==> config.mk <==
export PLATFORM = sky130hd
export DESIGN_NAME = hazard_stall_gen
export DESIGN_NICKNAME = d
export VERILOG_FILES = /design/src/rtl/hazard_stall_gen.sv
export SDC_FILE = /design/constraint.sdc
export NUM_CORES = 1
export LEC_CHECK = 0
export CAP_MARGIN = 20
export CORE_MARGIN = 4
export CORE_UTILIZATION = 61
export DETAILED_ROUTE_END_ITERATION = 12
export DONT_BUFFER_PORTS = 1
export PLACE_DENSITY = 0.75
export SETUP_SLACK_MARGIN = 0.5
export SLEW_MARGIN = 40
export SYNTH_ARGS = -nofsm -noshare
export SYNTH_HDL_FRONTEND = slang
export SYNTH_SLANG_ARGS = --single-unit
==> constraint.sdc <==
create_clock -name clk -period 2.63 [get_ports clk]
set_input_delay 0.526 -clock clk [delete_from_list [all_inputs] [get_ports clk]]
set_output_delay 0.526 -clock clk [all_outputs]
set_load 0.02 [all_outputs]
==> src/rtl/hazard_stall_gen.sv <==
// Hazard detection for the 5-stage pipeline: shadows the E/M destination and Tnew,
// compares them against the Tuse of the D instruction and tracks the mult/div busy time.
module hazard_stall_gen #(
    parameter int MULT_CYCLES = 5,
    parameter int DIV_CYCLES  = 10,
    parameter int CNT_W       = 4
) (
    input  logic       clk,
    input  logic       reset,
    input  logic [4:0] D_rs,
    input  logic [4:0] D_rt,
    input  logic [1:0] D_tuse_rs,
    input  logic [1:0] D_tuse_rt,
    input  logic [4:0] D_wa,
    input  logic [1:0] D_tnew,
    input  logic [1:0] D_md_op,
    input  logic       D_md_use,
    output logic       stall,
    output logic       md_busy
);

    logic [4:0]       e_wa_q, e_wa_d, m_wa_q, m_wa_d;
    logic [1:0]       e_tnew_q, e_tnew_d, m_tnew_q, m_tnew_d;
    logic [CNT_W-1:0] md_cnt_q, md_cnt_d;
    logic             haz_e_rs, haz_m_rs, haz_e_rt, haz_m_rt, md_stall;

    // A Tuse of 3 never satisfies Tnew > Tuse, so "not read" needs no special case.
    assign haz_e_rs = (D_rs != 5'd0) && (e_wa_q == D_rs) && (e_tnew_q > D_tuse_rs);
    assign haz_m_rs = (D_rs != 5'd0) && (m_wa_q == D_rs) && (m_tnew_q > D_tuse_rs);
    assign haz_e_rt = (D_rt != 5'd0) && (e_wa_q == D_rt) && (e_tnew_q > D_tuse_rt);
    assign haz_m_rt = (D_rt != 5'd0) && (m_wa_q == D_rt) && (m_tnew_q > D_tuse_rt);

    assign md_busy  = (md_cnt_q != '0);
    assign md_stall = D_md_use && md_busy;
    assign stall    = !reset && (haz_e_rs || haz_m_rs || haz_e_rt || haz_m_rt || md_stall);

    always_comb begin
        m_wa_d   = e_wa_q;
        m_tnew_d = (e_tnew_q == 2'd0) ? 2'd0 : e_tnew_q - 2'd1;
        e_wa_d   = 5'd0;
        e_tnew_d = 2'd0;
        if (!stall) begin
            e_wa_d   = D_wa;
            e_tnew_d = (D_wa == 5'd0) ? 2'd0 : D_tnew;
        end

        md_cnt_d = md_cnt_q;
        if (!stall && D_md_op == 2'b01) begin
            md_cnt_d = CNT_W'(MULT_CYCLES);
        end else if (!stall && D_md_op == 2'b10) begin
            md_cnt_d = CNT_W'(DIV_CYCLES);
        end else if (md_cnt_q != '0) begin
            md_cnt_d = md_cnt_q - 1'b1;
        end
    end

    always_ff @(posedge clk or posedge reset) begin
        if (reset) begin
            e_wa_q   <= 5'd0;
            e_tnew_q <= 2'd0;
            m_wa_q   <= 5'd0;
            m_tnew_q <= 2'd0;
            md_cnt_q <= '0;
        end else begin
            e_wa_q   <= e_wa_d;
            e_tnew_q <= e_tnew_d;
            m_wa_q   <= m_wa_d;
            m_tnew_q <= m_tnew_d;
            md_cnt_q <= md_cnt_d;
        end
    end

endmodule
==> flow_metrics.env <==
export IMPL_multi_input_comb_area_um2=789.5
export IMPL_postSynthCellCount=122
export IMPL_hold_path_class="in2async"
export IMPL_cts_tree="yes"
export IMPL_drive_gt1_frac=0.2857
export IMPL_syn_cell_area_mm2=0.001215
export IMPL_die_area_mm2=0.002770
export IMPL_avgViaCountPerCell=5.962
export IMPL_cap_violations=0
export IMPL_critPathBufInv=2
export IMPL_final_period_utilization=0.9695
export IMPL_io_pins=28
export IMPL_fin_crit_ns=2.550
export IMPL_gp_congestion=0.8201
export IMPL_finalSetupViolCount=0
export IMPL_clkSinkCount=18
export IMPL_p_clk_frac=0.165
export IMPL_synth_compound_area_frac=0.1576
export IMPL_critPathLaunchType="register"
export IMPL_clkLatencyLatePin_ns=0.30
export IMPL_seq_area_frac_synth=0.3708
export IMPL_finalClockSkew_ns=0.01342
export IMPL_muxShareOfSynthArea=0
export IMPL_nNetsFinal=170
export IMPL_seqPwrFrac=0.374
export IMPL_fp_dieH_um=52.63
export IMPL_vdd_drop_max_v=0.0005977
export IMPL_grt_pass1_wl_um=4195
export IMPL_cp_slowest_cell="dfrtp_1"
export IMPL_combPwrFrac=0.461
export IMPL_end_kind="output pin"
export IMPL_cp_required_ns=2.10
export IMPL_synth_top_family_by_area="simple AND/OR/NAND/NOR gates"
export IMPL_cpLargestDelayFamily="flip-flops"
export IMPL_via_count=942
export IMPL_drc=0
export IMPL_wl_per_cell_um=16.82
export IMPL_grt_overflow_total=0
export IMPL_synthXorXnorAreaFrac=0.1514
export IMPL_reg2reg_to="md_cnt_q[2]$_DFFE_PP0P_"
export IMPL_ys_seq_elements=18
export IMPL_status="finished, final reports clean"
export IMPL_first_pass_iters=4
export IMPL_grt_max_degree=19
export IMPL_yosysWarnings=0
export IMPL_worst_ep_arrival_time_ns=2.02
export IMPL_drt_wl_total_um=2657
export IMPL_hold_viol=0
export IMPL_internal_power_uw=632.9
export IMPL_slowest_delay_ns=0.44
export IMPL_drt_iter0_drc=20
export IMPL_p_leak_nw=0.6059
export IMPL_powerDensity_mw_per_mm2=708.2
export IMPL_path_class="reg2out"
export IMPL_power_switching_share=0.3778
export IMPL_register_area_um2=451.7
export IMPL_postSynthNetCount=158
export IMPL_grtUsageTotal=0.2151
export IMPL_postRouteAntennaNets=0
export IMPL_coreArea_mm2=0.001802
export IMPL_clkTransAtPathRegs_ns=0.10
export IMPL_fill_cells=129
export IMPL_utilization=0.7972
export IMPL_ys_types=26
export IMPL_postSynthAreaPerCell_um2=9.958
export IMPL_r2r_worst_path_cells=10
export IMPL_start_util=0.6743
export IMPL_port_buffers=0
export IMPL_grt_pass1_vias=961
export IMPL_fp_dieW_um=52.63
export IMPL_grt_antenna_before_repair=0
export IMPL_cp_max_fo=2
export IMPL_rsz0062_at_grt="true"
export IMPL_ys_flop_type="dfrtp_1"
export IMPL_htree_levels=1
export IMPL_area_growth_pct=18.23
export IMPL_path_depth=8
export IMPL_p_switching_uw=384.3
export IMPL_rrSetupSlack_ns=0.44
export IMPL_cts_buffers=3
export IMPL_r2r_start="m_tnew_q[1]$_DFF_PP0_"
export IMPL_rows=15
export IMPL_clockRootBuffer="clkbuf_4"
export IMPL_setup_tns_ns=0
export IMPL_antennaDiodeCount=0
export IMPL_crit_chain="buf_6 -> ha_4 -> nand2_2 -> nand4_1 -> nor4_2 -> o22ai_2 -> a31o_1 -> inv_2"
export IMPL_synth_edf_count=0
export IMPL_synth_fa_ha_area_frac=0.1030
export IMPL_drv_slew=0
export IMPL_cts_buffer_depth=2
export IMPL_holdBufCountCts=0
export IMPL_max_slew_margin=0.5742
export IMPL_max_freq_ghz=0.3922
export IMPL_synth_async_sr_flop_share=1.000
export IMPL_tightest_slew_ns=0.6381
export IMPL_dp_hpwl_um=2124
export IMPL_yosys_area_share_simple=0.1617
[through the flow]
stage / power (mW) / setup slack (ns) / hold slack, ns / cell area (um^2) / instances
finish: 1.017 / 0.08028 / 0.1811 / 1436 / 158
detailed placement: 0.7907 / 0.2516 / 0.4309 / 1256 / 148
CTS: 0.9607 / 0.06422 / 0.2112 / 1300 / 153
global route: 1.087 / -0.02483 / 0.2400 / 1436 / 158
floorplan: 0.6976 / 0.2377 / 0.4097 / 1221 / 122
global placement: 0.7631 / 0.2896 / 0.4290 / 1256 / 148
[how the worst max path moves through the flow]
stage	from	endpoint
floorplan	D_tuse_rt[1]	stall
global placement	D_tuse_rt[1]	stall
detailed placement	D_tuse_rt[1]	stall
CTS	e_tnew_q[1]$_DFF_PP0_	stall
global route	m_tnew_q[0]$_DFF_PP0_	stall
finish	m_tnew_q[1]$_DFF_PP0_	stall
[logic make-up (layout without fill, tap and decap cells)]
family | count (synthesis) | in the layout
AND/OR/NAND/NOR | 34 | 34
AO/OA/AOI/OAI | 23 | 23
XOR/XNOR | 21 | 21
flip-flops | 18 | 18
buffers and inverters | 16 | 27
adder cells (fa/ha/maj) | 10 | 10
[final cells by class]
| type | instances | share of cell area |
|---|---|---|
| timing repair buffer | 8 | 0.04965 |
| clock buffer | 4 | 0.02526 |
| tap | 25 | 0.02178 |
| multi-input combinational | 88 | 0.5497 |
| sequential | 18 | 0.3145 |
| inverter | 15 | 0.03920 |
[worst register-to-register path, delay by kind of cell (launching register included)]
| kind | cells | cell delay [ns] |
|---|---|---|
| flip-flops | 1 | 0.44 |
| buffers and inverters | 3 | 0.42 |
| AO/OA/AOI/OAI | 3 | 0.62 |
| adder cells (fa/ha/maj) | 1 | 0.21 |
| AND/OR/NAND/NOR | 3 | 0.42 |
[layer usage]
| layer | vias up | part of all wire | global-route usage |
|---|---|---|---|
| li1 | 451 | - | - |
| met5 | - | 0 | 0 |
| met3 | 6 | 0.060 | 0.05128 |
| met2 | 35 | 0.52 | 0.3926 |
| met1 | 450 | 0.40 | 0.2370 |
| met4 | 0 | 0.016 | 0.08085 |
[power groups by stage]
stage / clock network [mW] / logic (mW) / registers, mW
6_report: 0.168 / 0.469 / 0.380
3_5_place_dp: 0 / 0.407 / 0.383
4_1_cts: 0.172 / 0.411 / 0.377
3_3_place_gp: 0 / 0.380 / 0.383
5_1_grt: 0.183 / 0.517 / 0.387
2_1_floorplan: 0 / 0.325 / 0.372
[cell usage after synthesis (2+ instances only)]
| cell type | count | area share |
|---|---|---|
| ha_1 | 10 | 0.10 |
| xor2_1 | 7 | 0.050 |
| and2_1 | 6 | 0.031 |
| inv_1 | 15 | 0.046 |
| or4_1 | 2 | 0.012 |
| nor2_1 | 4 | 0.012 |
| and3_1 | 2 | 0.010 |
| a21oi_1 | 7 | 0.029 |
| a211oi_2 | 4 | 0.041 |
| xnor2_1 | 14 | 0.10 |
| nor2b_1 | 2 | 0.010 |
| nand3_1 | 3 | 0.012 |
| o22ai_2 | 2 | 0.021 |
| a311oi_1 | 4 | 0.029 |
| nand2_1 | 6 | 0.019 |
| dfrtp_1 | 18 | 0.37 |
| o21ai_0 | 3 | 0.012 |
| nor4_2 | 2 | 0.021 |
| nor3_1 | 2 | 0.0082 |
| nand4_1 | 3 | 0.015 |
[layout by cell type, fill, tap and decap left out, types with 3 or more instances in the layout]
| cell | synthesis | layout |
|---|---|---|
| dfrtp_1 | 18 | 17 |
| xnor2_1 | 14 | 14 |
| inv_1 | 15 | 13 |
| xor2_1 | 7 | 7 |
| a21oi_1 | 7 | 7 |
| ha_1 | 10 | 7 |
| buf_4 | 0 | 6 |
| nand2_1 | 6 | 5 |
| and2_4 | 0 | 5 |
| nor2_1 | 4 | 4 |
| a311oi_1 | 4 | 4 |
| a211oi_2 | 4 | 4 |
| nand3_1 | 3 | 3 |
| nand4_1 | 3 | 3 |
| nor4_2 | 2 | 3 |
| ha_4 | 0 | 3 |
| clkbuf_4 | 0 | 3 |
[sequential cells by signal (all words and copies together) (netlist names)]
| signal | flops |
|---|---|
| md_cnt_q | 4 |
| m_wa_q | 5 |
| e_tnew_q | 2 |
| e_wa_q | 5 |
| m_tnew_q | 2 |
[what timing repair did]
action,CTS,global route
resized for setup,0,20
setup buffers,1,5
setup endpoints to repair,1,12
pin swaps,1,10
(Power assumes the default switching activity.)
